## src/rtl/snn_pkg.sv

```systemverilog
// Shared definitions for the spiking-network input stage: encoder FSM states,
// LFSR tap constants and per-channel seed derivation.
package snn_pkg;

    typedef enum logic [1:0] {
        ENC_IDLE = 2'd0,
        ENC_RUN  = 2'd1,
        ENC_DONE = 2'd2
    } enc_state_e;

    // Galois right-shift taps for x^16+x^14+x^13+x^11+1
    localparam logic [15:0] LFSR_TAPS_16 = 16'hB400;
    localparam logic [15:0] SEED_STRIDE  = 16'h1F35;

    function automatic logic [31:0] lfsr_taps(input int width);
        logic [31:0] taps;
        case (width)
            8:       taps = 32'h0000_00B8;
            16:      taps = {16'h0000, LFSR_TAPS_16};
            32:      taps = 32'h8020_0003;
            default: taps = {16'h0000, LFSR_TAPS_16};
        endcase
        return taps;
    endfunction

    // Seed for channel idx, truncated to width; an all-zero state would lock up.
    function automatic logic [31:0] channel_seed(input logic [31:0] base, input int idx,
                                                 input int width);
        logic [63:0] mask;
        logic [63:0] raw;
        mask = (width >= 32) ? 64'h0000_0000_FFFF_FFFF : ((64'd1 << width) - 64'd1);
        raw  = (64'(base) + 64'(idx) * 64'(SEED_STRIDE)) & mask;
        if (raw == 64'd0) begin
            raw = 64'd1;
        end
        return raw[31:0];
    endfunction

endpackage

```

## src/rtl/snn_rate_encoder_lfsr.sv

```systemverilog
// One Galois LFSR (module snn_lfsr); exposes only the low sample bits used for
// the spike comparison.
module snn_lfsr
    import snn_pkg::*;
#(
    parameter int                SAMPLE_WIDTH = 8,
    parameter int                WIDTH        = 16,
    parameter logic [WIDTH-1:0]  TAPS         = WIDTH'(LFSR_TAPS_16),
    parameter logic [WIDTH-1:0]  SEED         = WIDTH'(16'hACE1)
) (
    input  logic                    clk,
    input  logic                    rst,
    input  logic                    load,
    input  logic                    advance,
    output logic [SAMPLE_WIDTH-1:0] sample
);

    logic [WIDTH-1:0] state_r;
    logic [WIDTH-1:0] state_nxt_s;

    // Galois step: shift right, fold taps in when the outgoing bit is set.
    always_comb begin
        state_nxt_s = {1'b0, state_r[WIDTH-1:1]};
        if (state_r[0]) begin
            state_nxt_s = {1'b0, state_r[WIDTH-1:1]} ^ TAPS;
        end else begin
            state_nxt_s = {1'b0, state_r[WIDTH-1:1]};
        end
    end

    // State register; reseed has priority over stepping.
    always_ff @(posedge clk or posedge rst) begin
        if (rst) begin
            state_r <= SEED;
        end else if (load) begin
            state_r <= SEED;
        end else if (advance) begin
            state_r <= state_nxt_s;
        end
    end

    assign sample = state_r[SAMPLE_WIDTH-1:0];

endmodule

```

## src/rtl/snn_rate_encoder.sv

```systemverilog
// Rate-coding input stage: stored pixels become per-timestep spikes for a
// programmed window. Optional spike counter enabled by SNN_ENC_SPIKE_COUNT_EN.
module snn_rate_encoder
    import snn_pkg::*;
#(
    parameter int          NUM_INPUTS  = 1,
    parameter int          PIXEL_WIDTH = 8,
    parameter int          LFSR_WIDTH  = 16,
    parameter int          STEP_WIDTH  = 16,
    parameter logic [15:0] SEED        = 16'hACE1,
    localparam int         AW          = (NUM_INPUTS > 1) ? $clog2(NUM_INPUTS) : 1
) (
    input  logic                   clk,
    input  logic                   rst,
    input  logic                   pix_wr_en,
    input  logic [AW-1:0]          pix_wr_addr,
    input  logic [PIXEL_WIDTH-1:0] pix_wr_data,
    input  logic [STEP_WIDTH-1:0]  num_steps,
    input  logic                   start,
    output logic                   busy,
    output logic                   done,
    output logic [NUM_INPUTS-1:0]  spike_out,
    output logic                   spike_valid,
    output logic [31:0]            spike_count
);

    enc_state_e              state_r, state_nxt_s;
    logic [PIXEL_WIDTH-1:0]  pix_r [NUM_INPUTS];
    logic [PIXEL_WIDTH-1:0]  sample_s [NUM_INPUTS];
    logic [STEP_WIDTH-1:0]   steps_r, step_r;
    logic [NUM_INPUTS-1:0]   spike_nxt_s, spike_out_r;
    logic                    busy_r, done_r, spike_valid_r;
    logic                    busy_nxt_s, done_nxt_s, valid_nxt_s;
    logic                    accept_s, launch_s, run_s, last_step_s;

    assign run_s       = (state_r == ENC_RUN);
    assign accept_s    = (state_r == ENC_IDLE) && start;
    assign launch_s    = accept_s && (num_steps != {STEP_WIDTH{1'b0}});
    assign last_step_s = (step_r == steps_r - STEP_WIDTH'(1'b1));

    // FSM state register.
    always_ff @(posedge clk or posedge rst) begin
        if (rst) begin
            state_r <= ENC_IDLE;
        end else begin
            state_r <= state_nxt_s;
        end
    end

    // FSM next-state logic.
    always_comb begin
        state_nxt_s = state_r;
        case (state_r)
            ENC_IDLE: begin
                if (!start) begin
                    state_nxt_s = ENC_IDLE;
                end else if (num_steps == {STEP_WIDTH{1'b0}}) begin
                    state_nxt_s = ENC_DONE;
                end else begin
                    state_nxt_s = ENC_RUN;
                end
            end
            ENC_RUN: begin
                if (last_step_s) begin
                    state_nxt_s = ENC_DONE;
                end else begin
                    state_nxt_s = ENC_RUN;
                end
            end
            ENC_DONE: state_nxt_s = ENC_IDLE;
            default:  state_nxt_s = ENC_IDLE;
        endcase
    end

    // FSM outputs; spikes lag RUN by one cycle, so busy and done are stretched to match.
    always_comb begin
        busy_nxt_s  = (state_nxt_s == ENC_RUN) || run_s;
        done_nxt_s  = ((state_r == ENC_DONE) && busy_r) ||
                      (accept_s && (num_steps == {STEP_WIDTH{1'b0}}));
        valid_nxt_s = run_s;
    end

    // Registered handshake and spike outputs.
    always_ff @(posedge clk or posedge rst) begin
        if (rst) begin
            busy_r        <= 1'b0;
            done_r        <= 1'b0;
            spike_valid_r <= 1'b0;
            spike_out_r   <= {NUM_INPUTS{1'b0}};
        end else begin
            busy_r        <= busy_nxt_s;
            done_r        <= done_nxt_s;
            spike_valid_r <= valid_nxt_s;
            spike_out_r   <= run_s ? spike_nxt_s : {NUM_INPUTS{1'b0}};
        end
    end

    // Window length latch and timestep counter.
    always_ff @(posedge clk or posedge rst) begin
        if (rst) begin
            steps_r <= {STEP_WIDTH{1'b0}};
            step_r  <= {STEP_WIDTH{1'b0}};
        end else if (launch_s) begin
            steps_r <= num_steps;
            step_r  <= {STEP_WIDTH{1'b0}};
        end else if (run_s) begin
            step_r  <= step_r + STEP_WIDTH'(1'b1);
        end
    end

    // Pixel register file; frozen for the whole window, unmatched addresses drop.
    always_ff @(posedge clk or posedge rst) begin
        if (rst) begin
            for (int i = 0; i < NUM_INPUTS; i++) begin
                pix_r[i] <= {PIXEL_WIDTH{1'b0}};
            end
        end else if (pix_wr_en && !busy_r) begin
            for (int i = 0; i < NUM_INPUTS; i++) begin
                if (pix_wr_addr == AW'(i)) begin
                    pix_r[i] <= pix_wr_data;
                end
            end
        end
    end

    for (genvar g = 0; g < NUM_INPUTS; g++) begin : g_chan
        localparam logic [31:0] CH_SEED = channel_seed(32'(SEED), g, LFSR_WIDTH);
        localparam logic [31:0] CH_TAPS = lfsr_taps(LFSR_WIDTH);

        snn_lfsr #(
            .SAMPLE_WIDTH (PIXEL_WIDTH),
            .WIDTH        (LFSR_WIDTH),
            .TAPS         (CH_TAPS[LFSR_WIDTH-1:0]),
            .SEED         (CH_SEED[LFSR_WIDTH-1:0])
        ) u_lfsr (
            .clk     (clk),
            .rst     (rst),
            .load    (launch_s),
            .advance (run_s),
            .sample  (sample_s[g])
        );

        assign spike_nxt_s[g] = (sample_s[g] < pix_r[g]);
    end

`ifdef SNN_ENC_SPIKE_COUNT_EN
    logic [31:0] count_r;
    logic [32:0] count_sum_s;

    function automatic logic [31:0] popcount(input logic [NUM_INPUTS-1:0] v);
        logic [31:0] c;
        c = 32'd0;
        for (int i = 0; i < NUM_INPUTS; i++) begin
            c = c + {31'd0, v[i]};
        end
        return c;
    endfunction

    assign count_sum_s = {1'b0, count_r} + {1'b0, popcount(spike_out_r)};

    // Saturating spike total, cleared on every accepted start.
    always_ff @(posedge clk or posedge rst) begin
        if (rst) begin
            count_r <= 32'd0;
        end else if (accept_s) begin
            count_r <= 32'd0;
        end else if (spike_valid_r) begin
            count_r <= count_sum_s[32] ? 32'hFFFF_FFFF : count_sum_s[31:0];
        end
    end

    assign spike_count = count_r;
`else
    assign spike_count = 32'd0;
`endif

    assign busy        = busy_r;
    assign done        = done_r;
    assign spike_valid = spike_valid_r;
    assign spike_out   = spike_out_r;

endmodule

```

## config.mk

```make
export PLATFORM = sky130hd
export DESIGN_NAME = snn_rate_encoder
export DESIGN_NICKNAME = d
export VERILOG_FILES = /design/src/rtl/snn_pkg.sv /design/src/rtl/snn_rate_encoder_lfsr.sv /design/src/rtl/snn_rate_encoder.sv
export SDC_FILE = /design/constraint.sdc
export NUM_CORES = 1
export LEC_CHECK = 0
export CORE_UTILIZATION = 53
export DETAILED_ROUTE_END_ITERATION = 10
export GPL_TIMING_DRIVEN = 0
export PLACE_DENSITY = 0.81
export SLEW_MARGIN = 0
export SYNTH_ARGS = -nofsm -noshare
export SYNTH_HDL_FRONTEND = slang
export SYNTH_SLANG_ARGS = --single-unit
```

## constraint.sdc

```tcl
create_clock -name clk -period 3.25 [get_ports clk]
set_input_delay 0.65 -clock clk [delete_from_list [all_inputs] [get_ports clk]]
set_output_delay 0.65 -clock clk [all_outputs]
set_load 0.02 [all_outputs]
```

; ---- Word-level counts from Yosys, hierarchy flattened
; Cells that the tools add are included.
[word_totals]
out_inout_bits = 36
input_bits = 29
reg_bits = 62
elab_cells = 41
[classes]
reduce_logical = 13
muxes = 10
n_addsub = 2
order_cmp = 1
n_eq_ne = 4
bitwise_logic = 2
[op_table]
columns = cell, n
row1 = $mux 16, 5
row2 = $add 16x1->16 const B, 1
row3 = $eq 16x16->1, 1
row4 = $logic_not 16->1, 1
row5 = $reduce_bool 16->1, 1
row6 = $sub 16x1->16 const B, 1
row7 = $lt 8x8->1, 1
row8 = $mux 2, 3
row9 = $logic_and 1x1->1, 5
row10 = $eq 2x1->1 const B, 2
row11 = $not 3->4, 1
row12 = $pmux 2 s2, 1
row13 = $eq 2x2->1 const B, 1
row14 = $logic_not 2->1, 1
row15 = $logic_or 1x1->1, 2
row16 = $reduce_and 2->1, 1
row17 = $reduce_bool 2->1, 1
row18 = $logic_not 1->1, 1
row19 = $mux 1, 1
row20 = $not 1->1, 1

; ---- Longest topological paths before layout
; Gate-level depths: netlist of run 1.
[depth]
word_depth = 6
mapped_depth = 8
mapped_depth_nobuf = 8

; ---- Cells and area by module
; Synthesis of run 1 repeated with hierarchy kept, for this count alone.
[unflattened]
hier_cells = 393
hier_area_um2 = 3619.7
[modules_own_cells]
columns = module, cells_each, n_inst, area_each_um2, seq_area_each_um2
row1 = snn_rate_encoder, 328, 1, 2829.0, 1151.1
row2 = snn_lfsr, 65, 1, 790.8, 410.4

; ---- Least setup slack after synthesis of run 1
; OpenSTA, ideal clock, no wires.
[synth_timing]
path_kind = register to register
startpoint = reg steps_r[3]
endpoint = reg state_r[0]
n_path_buf = 1
setup_slack_ns = 0.807
t_required_ns = 3.132
arrival_time_ns = 2.325
stages_incl_launch_ff = 8
setup_time_ns = 0.118
period_less_slack_ns = 2.443
cell_sequence = dfrtp_1 or4_1 buf_2 nor4bb_1 xnor2_1 nand3_1 or4b_1 a21o_1
[synth_via]
elab_chain_len = 4
[synth_lines]
columns = item, line_no
row1 = start: declaration, snn_rate_encoder.sv:30  ; logic [STEP_WIDTH-1:0] steps_r, step_r;
row2 = start signal: assignment, snn_rate_encoder.sv:101  ; steps_r <= {STEP_WIDTH{1'b0}};
row3 = start signal: assignment, snn_rate_encoder.sv:104  ; steps_r <= num_steps;
row4 = $sub 16x1->16, snn_rate_encoder.sv:39  ; assign last_step_s = (step_r == steps_r - STEP_WIDTH'(1'b1));
row5 = $eq 16x16->1, snn_rate_encoder.sv:39
row6 = $mux 2, snn_rate_encoder.sv:64  ; if (last_step_s) begin
row7 = $pmux 2 s2, snn_rate_encoder.sv:53  ; case (state_r)
row8 = via state_nxt_s[0], snn_rate_encoder.sv:27  ; enc_state_e state_r, state_nxt_s;
row9 = end signal: assignment, snn_rate_encoder.sv:46  ; state_r <= state_nxt_s;
row10 = end: declaration, snn_rate_encoder.sv:27
; The timed path passes the listed nets, and every way through them passes these cells.
; A chain may end at the register's enable or synchronous reset.

; ---- Worst setup path in the final report of run 1
[layout_timing]
startpoint = reg steps_r[0]
endpoint = reg state_r[0]
; Same word-level chain as after synthesis.

==> results of run 1 <==
[synthesized netlist by cell type, drive strengths merged, types with 5 or more instances]
master	instances
a21oi	11
buf	37
clkbuf	11
dfrtp	54
dfstp	8
ha	9
inv	15
nand2	91
nand3	14
nor2	17
nor4	9
o211ai	5
o21ai	17
xnor2	18
xor2	15
[how the worst max path moves through the flow]
stage | from | end | depth (start not counted)
after floorplan | steps_r[3]$_DFFE_PP0P_ | state_r[0]$_DFF_PP0_ | 7
after global placement | rst | steps_r[10]$_DFFE_PP0P_ | 2
after detailed placement | num_steps[11] | g_chan[0].u_lfsr.state_r[13]$_DFFE_PP1P_ | 6
after CTS | steps_r[3]$_DFFE_PP0P_ | state_r[0]$_DFF_PP0_ | 7
after global routing | steps_r[0]$_DFFE_PP0P_ | state_r[0]$_DFF_PP0_ | 8
final | steps_r[0]$_DFFE_PP0P_ | state_r[0]$_DFF_PP0_ | 8
[cell type report]
| type | count | share of cell area, % |
|---|---|---|
| multi-input combinational | 296 | 39.7 |
| sequential | 62 | 37.0 |
| timing repair buffer | 33 | 8.06 |
| buffer | 48 | 7.20 |
| clock buffer | 13 | 4.00 |
| tap | 77 | 2.28 |
| inverter | 15 | 1.33 |
| clock inverter | 3 | 0.415 |
[where the power goes]
group | total, mW | leakage (nW) | switching [mW] | internal [mW]
registers | 1.43 | 0.756 | 0.297 | 1.13
logic | 1.56 | 1.11 | 0.853 | 0.705
clock network | 0.629 | 0.0954 | 0.292 | 0.337
[through the flow]
step           hold slack [ns]  area (um2)  power (mW)  setup slack, ns  std cells
5_1_grt                  0.520        4220        3.92            0.367        547
3_5_place_dp             0.487        4040        2.99            0.436        531
3_3_place_gp             0.478        4020        2.88           0.0467        530
2_1_floorplan            0.464        3600        2.57            0.807        421
4_1_cts                  0.504        4220        3.62            0.605        547
6_report                 0.502        4220        3.61            0.570        547
[routing by layer]
layer / wire length, um / GRT usage (%) / share of wire, % / up-vias
li1: - / - / - / 1404
met5: 0 / 0 / 0 / -
met4: 112 / 8.78 / 1.6 / 0
met1: 3300 / 32.3 / 46 / 1303
met2: 3330 / 36.3 / 46 / 96
met3: 445 / 3.08 / 6.2 / 10
[flip-flops by register name (all words and copies together) (netlist names)]
register and count:
step_r 16, pix_r 8, steps_r 16, spike_valid 1, busy 1, spike_out 1
state_r 2, g_chan.u_lfsr.state_r 16, done 1
[critical path, cell delays in order (launching register included)]
cell	delay, ns
dfrtp_1	0.45
inv_1	0.11
ha_1	0.21
nor3b_1	0.49
nor4b_1	0.31
a31oi_1	0.07
o21a_1	0.18
or4b_1	0.55
a21o_1	0.20
[cells by family after synthesis]
| logic type | after synthesis | share of synthesized area, % |
|---|---|---|
| AOI/OAI and AO/OA | 55 | 10.1 |
| xor gates and xnor gates | 33 | 8.30 |
| adders and majority gates | 9 | 3.23 |
| buffers and inverters | 63 | 10.3 |
| DFF | 62 | 44.8 |
| muxes | 2 | 0.647 |
| other | 1 | 0.108 |
| and+or+nand+nor | 165 | 22.4 |
==> results.py, run 1 <==
metrics = {
    "outcome": {
        "outcome": "finished clean",
    },
    "timing": {
        "finalCriticalPeriod_ns": 2.68,
        "hold_viol_final": 0,
        "setup-violations-final": 0,
        "worstMarginPinSlew_ns": 0.686,
        "finalCritPeriodShare_pct": 82.5,
        "final_max_slew_viol_count": 0,
        "rsz0062_at_grt": "false",
        "clock-skew-final_ns": 0.00506,
        "setup_tns_ns": 0,
        "max_slew_margin_pct": 54.2,
        "fmax_mhz": 373,
    },
    "finish": {
        "regArea_um2": 1560,
        "area_growth_syn_to_layout_pct": 21.2,
        "mostFrequentLayoutCell": "nand2_1",
        "drive_gt1_share_pct": 14.0,
        "layout_common_cells": "nand2_1 (91), dfrtp_1 (54), buf_4 (32), conb_1 (32), clkdlybuf4s50_1 (32)",
        "diodes": 0,
        "multi_input_area_um2": 1680,
        "nNetsFinal": 503,
        "nFillCells": 516,
        "fin_util_pct": 66.5,
    },
    "route": {
        "avgViaCountPerCell": 5.14,
        "dr.pass1.iters": 5,
        "drt_iter0_drc": 204,
        "drc": 0,
        "via_count": 2813,
        "drt-total-wl_um": 7190,
        "wl_per_cell_um": 13.1,
        "detail-route-antenna-nets": 0,
    },
    "cts": {
        "clock_sinks": 62,
        "root_buffer": "clkbuf_8",
        "clockBufferDepth": 2,
        "cts_htree_levels": 3,
        "ctsHoldBuffers": 0,
        "cts_buffers": 9,
        "cts_setup_buffers": 0,
        "tritoncts": "built",
        "cts_resized": 0,
        "worstSkewPairLatency_ns": 0.34,
        "cts.clk_slew.worst_paths_ns": 0.07,
    },
    "worst_setup_path": {
        "setup.worst_path.class": "reg -> reg",
        "worst_r2r_endpoint": "state_r[0]$_DFF_PP0_",
        "crit-reg2reg-launch": "steps_r[0]$_DFFE_PP0P_",
        "critPathMaxFanout": 6,
        "worstPathArrival_ns": 2.91,
        "start_kind": "flip-flop",
        "r2r_slack_ns": 0.57,
        "required_ns": 3.48,
        "reg2reg_depth": 8,
        "endpoint_kind": "flip-flop",
    },
    "floorplanning": {
        "fp.dieW_um": 83.1,
        "io_pins": 65,
        "start_util_pct": 54.9,
        "row_count": 29,
        "core_um2": 6350,
        "die_y_um": 83.1,
        "dieArea_um2": 6900,
    },
    "global_routing": {
        "grt_pass1_wl_um": 12900,
        "grt_pass1_vias": 2754,
        "grt_max_degree": 33,
        "grt_overflow_total": 0,
        "antenna_found_initial": 0,
        "track_usage_pct": 23.0,
    },
    "synthesis": {
        "synth_area_um2": 3480,
        "netlist_instances": 390,
        "synth.distinct_cells": 51,
        "syn_avg_cell_area_um2": 8.93,
        "synth_seq_cells": 62,
        "netlist.area_leader.share_pct": 38.8,
        "yosysSeqAreaShare_pct": 44.8,
        "async_reset_ff_share_pct": 100,
        "yosysTopAreaCell": "dfrtp_1",
        "synth_area_leaders": "dfrtp_1 (39%), nand2_1 (9.8%), buf_4 (6.9%)",
        "ys_warn_count": 0,
        "synth_enable_flop_cells": 0,
        "synth_ff_type": "dfrtp_1",
    },
    "worst_hold_path": {
        "min-delay-start": "g_chan[0].u_lfsr.state_r[12]$_DFFE_PP0P_",
        "min_path_cells": 2,
        "hold_end": "g_chan[0].u_lfsr.state_r[11]$_DFFE_PP1P_",
        "hold_class": "reg -> reg",
    },
    "run": {
        "drv_cap": 0,
    },
    "place": {
        "numPortBuffers": 32,
        "place.gp.congestion": 0.901,
        "dp_hpwl_um": 5440,
    },
    "pwr": {
        "p_leak_nw": 1.97,
        "peakVddDrop_mv": 0.452,
        "powerDensity_nw_per_um2": 856,
    },
}
Power figures use the tool's default switching activity.
==> run 2, diff against run 1 <==
- clock period: 3.25 -> 2.7 ns (I/O delays scaled with it)
==> run 2 against run 1 <==
  * Global-route usage unchanged
  * Sequential power up 21%
  * Sequential share of layout area decreased by 0.32 points
  * Largest cell class unchanged
  * Largest power group unchanged
==> results.py, run 2 (synthesis gave the netlist of run 1 again) <==
metrics = {
    "outcome": {
        "outcome": "finished clean",
    },
    "pwr": {
        "clkPwrFrac_pct": 17.2,
        "swShare_pct": 40.0,
        "p_leak_nw": 1.99,
        "internal_power_mw": 2.65,
        "peakVddDrop_mv": 0.549,
        "powerDensity_nw_per_um2": 1030,
        "pwr-share-comb_pct": 43.7,
        "seq_power_share_pct": 39.1,
        "p_sw_mw": 1.76,
    },
    "global_routing": {
        "track_usage_pct": 23.0,
        "grt_pass1_wl_um": 12900,
        "grt_pass1_vias": 2754,
        "antenna_found_initial": 0,
        "grt_max_degree": 33,
        "grt_overflow_total": 0,
    },
    "place": {
        "numPortBuffers": 32,
        "dp_hpwl_um": 5440,
        "place.gp.congestion": 0.901,
        "dp_slack_ns": -0.00410,
        "dpl_cell_area_um2": 4040,
    },
    "cts": {
        "cts_setup_buffers": 0,
        "worstSkewPairLatency_ns": 0.34,
        "clockBufferDepth": 2,
        "cts_htree_levels": 3,
        "root_buffer": "clkbuf_8",
        "tritoncts": "built",
        "ctsHoldBuffers": 0,
        "clock_sinks": 62,
        "cts_buffers": 9,
        "cts_resized": 0,
        "cts.clk_slew.worst_paths_ns": 0.07,
    },
    "worst_setup_path": {
        "cpPeakStageDelay_ns": 0.55,
        "required_ns": 2.94,
        "r2r_slack_ns": 0.15,
        "start_kind": "flip-flop",
        "crit_chain": "or4_1 -> buf_2 -> nor4bb_4 -> xnor2_1 -> nand3_1 -> or4b_4 -> a21o_1",
        "path_delay_family": "simple AND/OR/NAND/NOR gates",
        "endpoint_kind": "flip-flop",
        "crit_buf_inv": 1,
        "worstPathArrival_ns": 2.78,
        "crit_slowest_cell": "or4b_4",
        "critPathMaxFanout": 7,
        "setup.worst_path.class": "reg -> reg",
    },
    "run": {
        "drv_cap": 0,
    },
    "route": {
        "drt_iter0_drc": 206,
        "detail-route-antenna-nets": 0,
        "dr.pass1.iters": 4,
        "wl_per_cell_um": 13.2,
        "drt-total-wl_um": 7200,
        "avgViaCountPerCell": 5.14,
        "drc": 0,
        "via_count": 2813,
    },
    "timing": {
        "rsz0062_at_grt": "false",
        "holdWs_ns": 0.502,
        "fmax_mhz": 393,
        "final_max_slew_viol_count": 0,
        "finalCriticalPeriod_ns": 2.55,
        "finalCritPeriodShare_pct": 94.3,
        "setup_tns_ns": 0,
        "clock-skew-final_ns": 0.00655,
        "worstMarginPinSlew_ns": 0.677,
        "setup-violations-final": 0,
        "hold_viol_final": 0,
        "max_slew_margin_pct": 54.8,
        "finalWorstSetupSlack_ns": 0.154,
    },
    "floorplanning": {
        "dieArea_um2": 6900,
        "fp.dieW_um": 83.1,
        "die_y_um": 83.1,
        "start_util_pct": 54.9,
        "io_pins": 65,
        "core_um2": 6350,
        "row_count": 29,
    },
    "finish": {
        "nFillCells": 508,
        "drive_gt1_share_pct": 15.7,
        "diodes": 0,
        "top_regs": "g_chan.u_lfsr.state_r x16, step_r x16, steps_r x16",
        "layout_common_cells": "nand2_1 (91), dfrtp_1 (52), buf_4 (32), conb_1 (32), clkdlybuf4s50_1 (32)",
        "fin_util_pct": 67.2,
        "final_cell_area_um2": 4270,
        "nNetsFinal": 503,
        "mostFrequentLayoutCell": "nand2_1",
        "area_growth_syn_to_layout_pct": 22.5,
    },
    "worst_hold_path": {
        "hold_class": "reg -> reg",
    },
}
[run 2: layer usage]
metal  track usage (%)  part of all wire (%)
met1              32.3                    46
met2              36.3                    47
met3              3.08                   5.2
met4              8.78                   1.6
met5                 0                     0
[run 2: final cells by class]
| class | count | area [um2] | share of cell area, % |
|---|---|---|---|
| multi-input cells | 296 | 1720 | 40.3 |
| flip-flops and latches | 62 | 1560 | 36.7 |
| repair buffers | 33 | 340 | 7.98 |
| plain buffers | 48 | 304 | 7.13 |
| clock buffers | 13 | 169 | 3.96 |
| well taps | 77 | 96.3 | 2.26 |
| inverters | 15 | 56.3 | 1.32 |
| clock inverters | 3 | 17.5 | 0.411 |
[run 2: metrics by stage]
step           power, mW  std cells
4_1_cts             4.36        547
3_5_place_dp        3.59        531
2_1_floorplan       3.09        421
5_1_grt             4.79        547
3_3_place_gp        3.46        530
6_report            4.41        547
[run 2: power by group through the flow]
| stage | Sequential, mW | Clock, mW | Combinational (mW) |
|---|---|---|---|
| floorplan | 1.65 | 0 | 1.44 |
| global placement | 1.71 | 0 | 1.75 |
| detailed placement | 1.73 | 0 | 1.87 |
| CTS | 1.71 | 0.769 | 1.88 |
| global route | 1.79 | 0.819 | 2.18 |
| finish | 1.73 | 0.758 | 1.93 |
[run 2: worst reg2reg max path: cells and delay by family, from the launching register on]
family | cells | cell delay (ns)
xor gates and xnor gates | 1 | 0.15
AOI/OAI and AO/OA | 1 | 0.19
and+or+nand+nor | 4 | 1.48
DFF | 1 | 0.44
buffers and inverters | 1 | 0.20
[run 2: final timing paths]
| check | from | to | cells after the start |
|---|---|---|---|
| hold reg to reg | g_chan[0].u_lfsr.state_r[6]$_DFFE_PP1P_ | g_chan[0].u_lfsr.state_r[5]$_DFFE_PP1P_ | 2 |
| hold / removal | g_chan[0].u_lfsr.state_r[6]$_DFFE_PP1P_ | g_chan[0].u_lfsr.state_r[5]$_DFFE_PP1P_ | 2 |
| min in group asynchronous | rst | pix_r[7]$_DFFE_PP0P_ | 2 |
| setup / recovery | steps_r[3]$_DFFE_PP0P_ | state_r[0]$_DFF_PP0_ | 7 |
| max in group asynchronous | rst | g_chan[0].u_lfsr.state_r[15]$_DFFE_PP1P_ | 3 |
| setup reg to reg | steps_r[3]$_DFFE_PP0P_ | state_r[0]$_DFF_PP0_ | 7 |
==> patch 1 (config.mk and constraints of run 2) <==
`STEP_WIDTH`: 16 -> 24.
--- a/src/rtl/snn_rate_encoder.sv
+++ b/src/rtl/snn_rate_encoder.sv
@@ -6,7 +6,7 @@
     parameter int          NUM_INPUTS  = 1,
     parameter int          PIXEL_WIDTH = 8,
     parameter int          LFSR_WIDTH  = 16,
-    parameter int          STEP_WIDTH  = 16,
+    parameter int          STEP_WIDTH  = 24,
     parameter logic [15:0] SEED        = 16'hACE1,
     localparam int         AW          = (NUM_INPUTS > 1) ? $clog2(NUM_INPUTS) : 1
 ) (
Interface: changed (resized num_steps); port bits go from 65 to 73. No check against the original RTL was run, so the function may have changed too.
==> patch 1 against run 2 <==
Cell area rose by 28%; sequential power rose by 14%; power rose by 6.1%; setup slack got worse by 0.15 ns; sequential cell count rose by 16; area after synthesis rose by 28%; wire length rose by 44%; critical path type unchanged; largest cell class unchanged; highest routed layer unchanged.
==> patch 1: results (changes against run 2) <==
grt.total_usage_pct: 25.73  # +2.8 points
worst-slew-pin-transition_ns: 0.8209  # +0.1444 ns
cp_max_fo: 8  # +1
yosys_warnings: 0  # unchanged
yosys-top-cells-area: "dfrtp_1, nand2_1, xnor2_1"
drt_iter0_drc: 249  # +21%
top_layer: "met4"
buffers: 98  # +21%
r2r_slack_ns: 0.003  # -0.15 ns
n_all_inverters: 13  # -2
routabilityCongestion: 0.9679  # +7.4%
insertion_delay_ns: 0.36  # +0.02 ns
cellLeakagePower_nw: 2.516  # +27%
routed-wl-met2_um: 4880  # +45%
clk_share_pct: 4.200  # -0.17 points
grt_remaining_overflow: 0  # unchanged
nonClkBufAreaFrac_pct: 14.40  # -0.70 points
drive_gt1_share_pct: 15.14  # -0.60 points
clock_buffers: 10  # -3
portBuffers: 40  # +25%
p_clk_mw: 1.01  # +33%
seq_area_um2: 1967  # +26%
nNetsFinal: 642  # +28%
largest_registers: "step_r x24, steps_r x24, g_chan.u_lfsr.state_r x16"
grt_first_pass_wirelength_um: 17230  # +34%
multi_input_area_share_pct: 42.18  # +1.9 points
synth_seq_cells: 78  # +26%
synth_top_cells_by_count: "nand2_1, dfrtp_1, nor2_1"
place_hpwl_um: 7473  # +37%
first_pass_iters: 5  # +1
hold_class: "input pin to async pin"
met1_length_um: 4665  # +40%
num-multi-input-gates: 396  # +34%
cts_resized: 4  # +4
viasPerCell: 5.323  # +3.5%
swShare_pct: 37.03  # -3.0 points
grt_util_met1_pct: 34.43  # +2.1 points
ir_drop_v: 0.0005838  # +6.3%
globalRouteMet3Util_pct: 5.583  # +2.5 points
p_comb_share_pct: 36.1  # -7.6 points
worst_path_largest_cell_delay_ns: 0.58  # +0.03 ns
crit_path_top_delay_cell: "or4_4"
use_met2_pct: 41.61  # +5.3 points
nFillCells: 661  # +30%
yosysSeqAreaShare_pct: 43.91  # -0.92 points
post-place-ws_ns: -0.2013  # -0.1972 ns
period_needed_ns: 2.697  # +0.1516 ns
routed_wl_um: 10360  # +44%
status: "finished, final reports clean"
grt_pass1_vias: 3561  # +29%
## patch 1: cell types whose count changed in the layout (fill, tap and decap cells not counted), sizes merged, moves of 5 or more
| cell | change |
|---|---|
| nor2 | +20 |
| nand2 | +29 |
| xnor2 | +10 |
| nor3 | +7 |
| nand4 | +5 |
| xor2 | +13 |
| clkdlybuf4s50 | +8 |
| dfrtp | +16 |
## patch 1: logic make-up after synthesis
logic type / Yosys count / share of synthesized area (%)
AND/OR/NAND/NOR: 243 / 25.71
flip-flops: 78 / 43.91
buffers and inverters: 64 / 8.261
XOR/XNOR: 56 / 10.98
AO/OA/AOI/OAI: 53 / 7.813
adder cells (fa/ha/maj): 9 / 2.520
multiplexers: 3 / 0.7281
other: 1 / 0.08393
## patch 1: path summary, 6_finish.rpt
check	start	end	depth (start not counted)
worst max-delay path	steps_r[13]$_DFFE_PP0P_	state_r[0]$_DFF_PP0_	7
worst min-delay path	rst	pix_r[1]$_DFFE_PP0P_	2
worst max register to register	steps_r[13]$_DFFE_PP0P_	state_r[0]$_DFF_PP0_	7
worst min register to register	g_chan[0].u_lfsr.state_r[9]$_DFFE_PP0P_	g_chan[0].u_lfsr.state_r[8]$_DFFE_PP0P_	2
max in group asynchronous	rst	g_chan[0].u_lfsr.state_r[13]$_DFFE_PP1P_	3
min in group clk	g_chan[0].u_lfsr.state_r[9]$_DFFE_PP0P_	g_chan[0].u_lfsr.state_r[8]$_DFFE_PP0P_	2
## patch 1: metrics by stage
step	total power, mW	hold slack (ns)	std cells	instance area [µm²]
global route	4.996	0.4333	706	5482
floorplan	3.103	0.4497	538	4584
global placement	3.447	0.4637	683	5116
finish	4.676	0.4328	706	5482
detailed placement	3.534	0.4782	684	5146
CTS	4.593	0.4349	702	5400
==> patch 2 (settings of run 2) <==
Without the edit above. Register the inputs `pix_wr_en`, `pix_wr_addr`, `pix_wr_data` and `num_steps` before use, without a reset. The logic sees them one clock later. The other inputs are not delayed to match.
--- a/src/rtl/snn_rate_encoder.sv
+++ b/src/rtl/snn_rate_encoder.sv
@@ -24,6 +24,18 @@
     output logic [31:0]            spike_count
 );
 
+    logic pix_wr_en_q;
+    logic [AW-1:0] pix_wr_addr_q;
+    logic [PIXEL_WIDTH-1:0] pix_wr_data_q;
+    logic [STEP_WIDTH-1:0] num_steps_q;
+
+    always_ff @(posedge clk) begin
+        pix_wr_en_q   <= pix_wr_en;
+        pix_wr_addr_q <= pix_wr_addr;
+        pix_wr_data_q <= pix_wr_data;
+        num_steps_q   <= num_steps;
+    end
+
     enc_state_e              state_r, state_nxt_s;
     logic [PIXEL_WIDTH-1:0]  pix_r [NUM_INPUTS];
     logic [PIXEL_WIDTH-1:0]  sample_s [NUM_INPUTS];
@@ -35,7 +47,7 @@
 
     assign run_s       = (state_r == ENC_RUN);
     assign accept_s    = (state_r == ENC_IDLE) && start;
-    assign launch_s    = accept_s && (num_steps != {STEP_WIDTH{1'b0}});
+    assign launch_s    = accept_s && (num_steps_q != {STEP_WIDTH{1'b0}});
     assign last_step_s = (step_r == steps_r - STEP_WIDTH'(1'b1));
 
     // FSM state register.
@@ -54,7 +66,7 @@
             ENC_IDLE: begin
                 if (!start) begin
                     state_nxt_s = ENC_IDLE;
-                end else if (num_steps == {STEP_WIDTH{1'b0}}) begin
+                end else if (num_steps_q == {STEP_WIDTH{1'b0}}) begin
                     state_nxt_s = ENC_DONE;
                 end else begin
                     state_nxt_s = ENC_RUN;
@@ -76,7 +88,7 @@
     always_comb begin
         busy_nxt_s  = (state_nxt_s == ENC_RUN) || run_s;
         done_nxt_s  = ((state_r == ENC_DONE) && busy_r) ||
-                      (accept_s && (num_steps == {STEP_WIDTH{1'b0}}));
+                      (accept_s && (num_steps_q == {STEP_WIDTH{1'b0}}));
         valid_nxt_s = run_s;
     end
 
@@ -101,7 +113,7 @@
             steps_r <= {STEP_WIDTH{1'b0}};
             step_r  <= {STEP_WIDTH{1'b0}};
         end else if (launch_s) begin
-            steps_r <= num_steps;
+            steps_r <= num_steps_q;
             step_r  <= {STEP_WIDTH{1'b0}};
         end else if (run_s) begin
             step_r  <= step_r + STEP_WIDTH'(1'b1);
@@ -114,10 +126,10 @@
             for (int i = 0; i < NUM_INPUTS; i++) begin
                 pix_r[i] <= {PIXEL_WIDTH{1'b0}};
             end
-        end else if (pix_wr_en && !busy_r) begin
+        end else if (pix_wr_en_q && !busy_r) begin
             for (int i = 0; i < NUM_INPUTS; i++) begin
-                if (pix_wr_addr == AW'(i)) begin
-                    pix_r[i] <= pix_wr_data;
+                if (pix_wr_addr_q == AW'(i)) begin
+                    pix_r[i] <= pix_wr_data_q;
                 end
             end
         end
Check against the original RTL: not equivalent (Yosys sat finds a counterexample within 4 cycles, from zero or initial values and one cycle with rst high).
==> patch 2 against run 2 <==
Sequential cell count up 26; non-clock buffer count unchanged; clock skew up 0.0021 ns; cell area up 15%; sequential share of layout area up 5.8 points; area after synthesis up 17%; highest routed layer unchanged; core utilization down 0.72 points; largest cell class is now sequential cells; final cell count up 11%; wire length up 9.4%; largest power group is now registers; critical endpoint is now state_r[1]$_DFF_PP0_; power up 18%; setup slack better by 0.24 ns.
==> patch 2: results (changes against run 2) <==
stdcell_area_um2: 4898  # +15%
grt_max_degree: 45  # +36%
insertion_delay_ns: 0.36  # +0.02 ns
ir_drop_v: 0.0005898  # +7.4%
grt_first_pass_wirelength_um: 13920  # +8.0%
globalRouteMet3Util_pct: 4.484  # +1.4 points
synthArstFlopShare_pct: 70.45  # -30 points
syn_avg_cell_area_um2: 9.556  # +7.0%
met1_length_um: 3699  # +11%
synth_compound_area_share_pct: 7.464  # -2.7 points
post-place-ws_ns: 0.4538  # +0.4579 ns
grt.total_usage_pct: 21.47  # -1.5 points
dp.cells: 591  # +11%
status: "finished, final reports clean"
wl_per_cell_um: 12.97  # -1.4%
use_met2_pct: 32.95  # -3.3 points
routed-wl-met2_um: 3573  # +6.2%
nFillCells: 584  # +15%
routabilityCongestion: 0.9024  # +0.12%
synth_xor_xnor_area_share_pct: 7.495  # -0.80 points
nNetsFinal: 541  # +7.6%
viasPerCell: 5.074  # -1.3%
yosysSeqAreaShare_pct: 50.90  # +6.1 points
cellLeakagePower_nw: 2.255  # +13%
first_pass_iters: 5  # +1
synth_top_cells_by_count: "nand2_1, dfrtp_1, buf_4"
routed_wl_um: 7875  # +9.4%
place_area_um2: 4671  # +16%
route.met3.wl_um: 437  # +17%
synth_cell_types: 54  # +5.9%
drive_gt1_share_pct: 14.57  # -1.2 points
worst-slew-pin-transition_ns: 0.7746  # +0.09807 ns
synth_fa_ha_area_share_pct: 2.753  # -0.48 points
yosys-top-cells-area: "dfrtp_1, dfxtp_1, nand2_1"
-- patch 2: cell types whose count changed after synthesis, sizes merged, moves of 4 or more --
cell and delta:
dfxtp +26, o21ai +11, or3 +8, nand4 +6, nand2 +4, nor3 +4
-- patch 2: final timing paths --
check / from / to / slack, ns / depth (start not counted)
max reg2reg: steps_r[0]$_DFFE_PP0P_ / state_r[1]$_DFF_PP0_ / 0.39 / 8
min in group asynchronous: rst / spike_out$_DFF_PP0_ / 0.49 / 2
max in group asynchronous: rst / g_chan[0].u_lfsr.state_r[15]$_DFFE_PP1P_ / 1.57 / 3
min: num_steps_q[2]$_DFF_P_ / steps_r[2]$_DFFE_PP0P_ / 0.43 / 2
min reg2reg: num_steps_q[2]$_DFF_P_ / steps_r[2]$_DFFE_PP0P_ / 0.43 / 2
max: steps_r[0]$_DFFE_PP0P_ / state_r[1]$_DFF_PP0_ / 0.39 / 8
-- patch 2: worst max-delay path, stage by stage (launching register included) --
cell       delay (ns)
dfrtp_1          0.47
inv_1            0.13
ha_1             0.20
nor3b_1          0.51
nand2_1          0.14
xnor2_1          0.16
nor3_1           0.18
o2111ai_1        0.18
o31ai_1          0.25
-- patch 2: area by class of cell --
cell class                 count  share of cell area [%]
clock buffer                  10                   2.810
buffer                        48                   6.360
timing repair buffer          33                   6.948
inverter                      12                   1.022
clock inverter                 6                   1.839
tap                           99                   2.529
sequential                    88                   42.50
multi-input combinational    311                   35.99
-- patch 2: power breakdown --
group | leakage [nW] | switching (mW) | internal [mW] | total [mW]
clock | 0.113 | 0.474 | 0.550 | 1.02
combinational | 1.17 | 1.11 | 0.894 | 2.00
sequential | 0.977 | 0.398 | 1.77 | 2.17
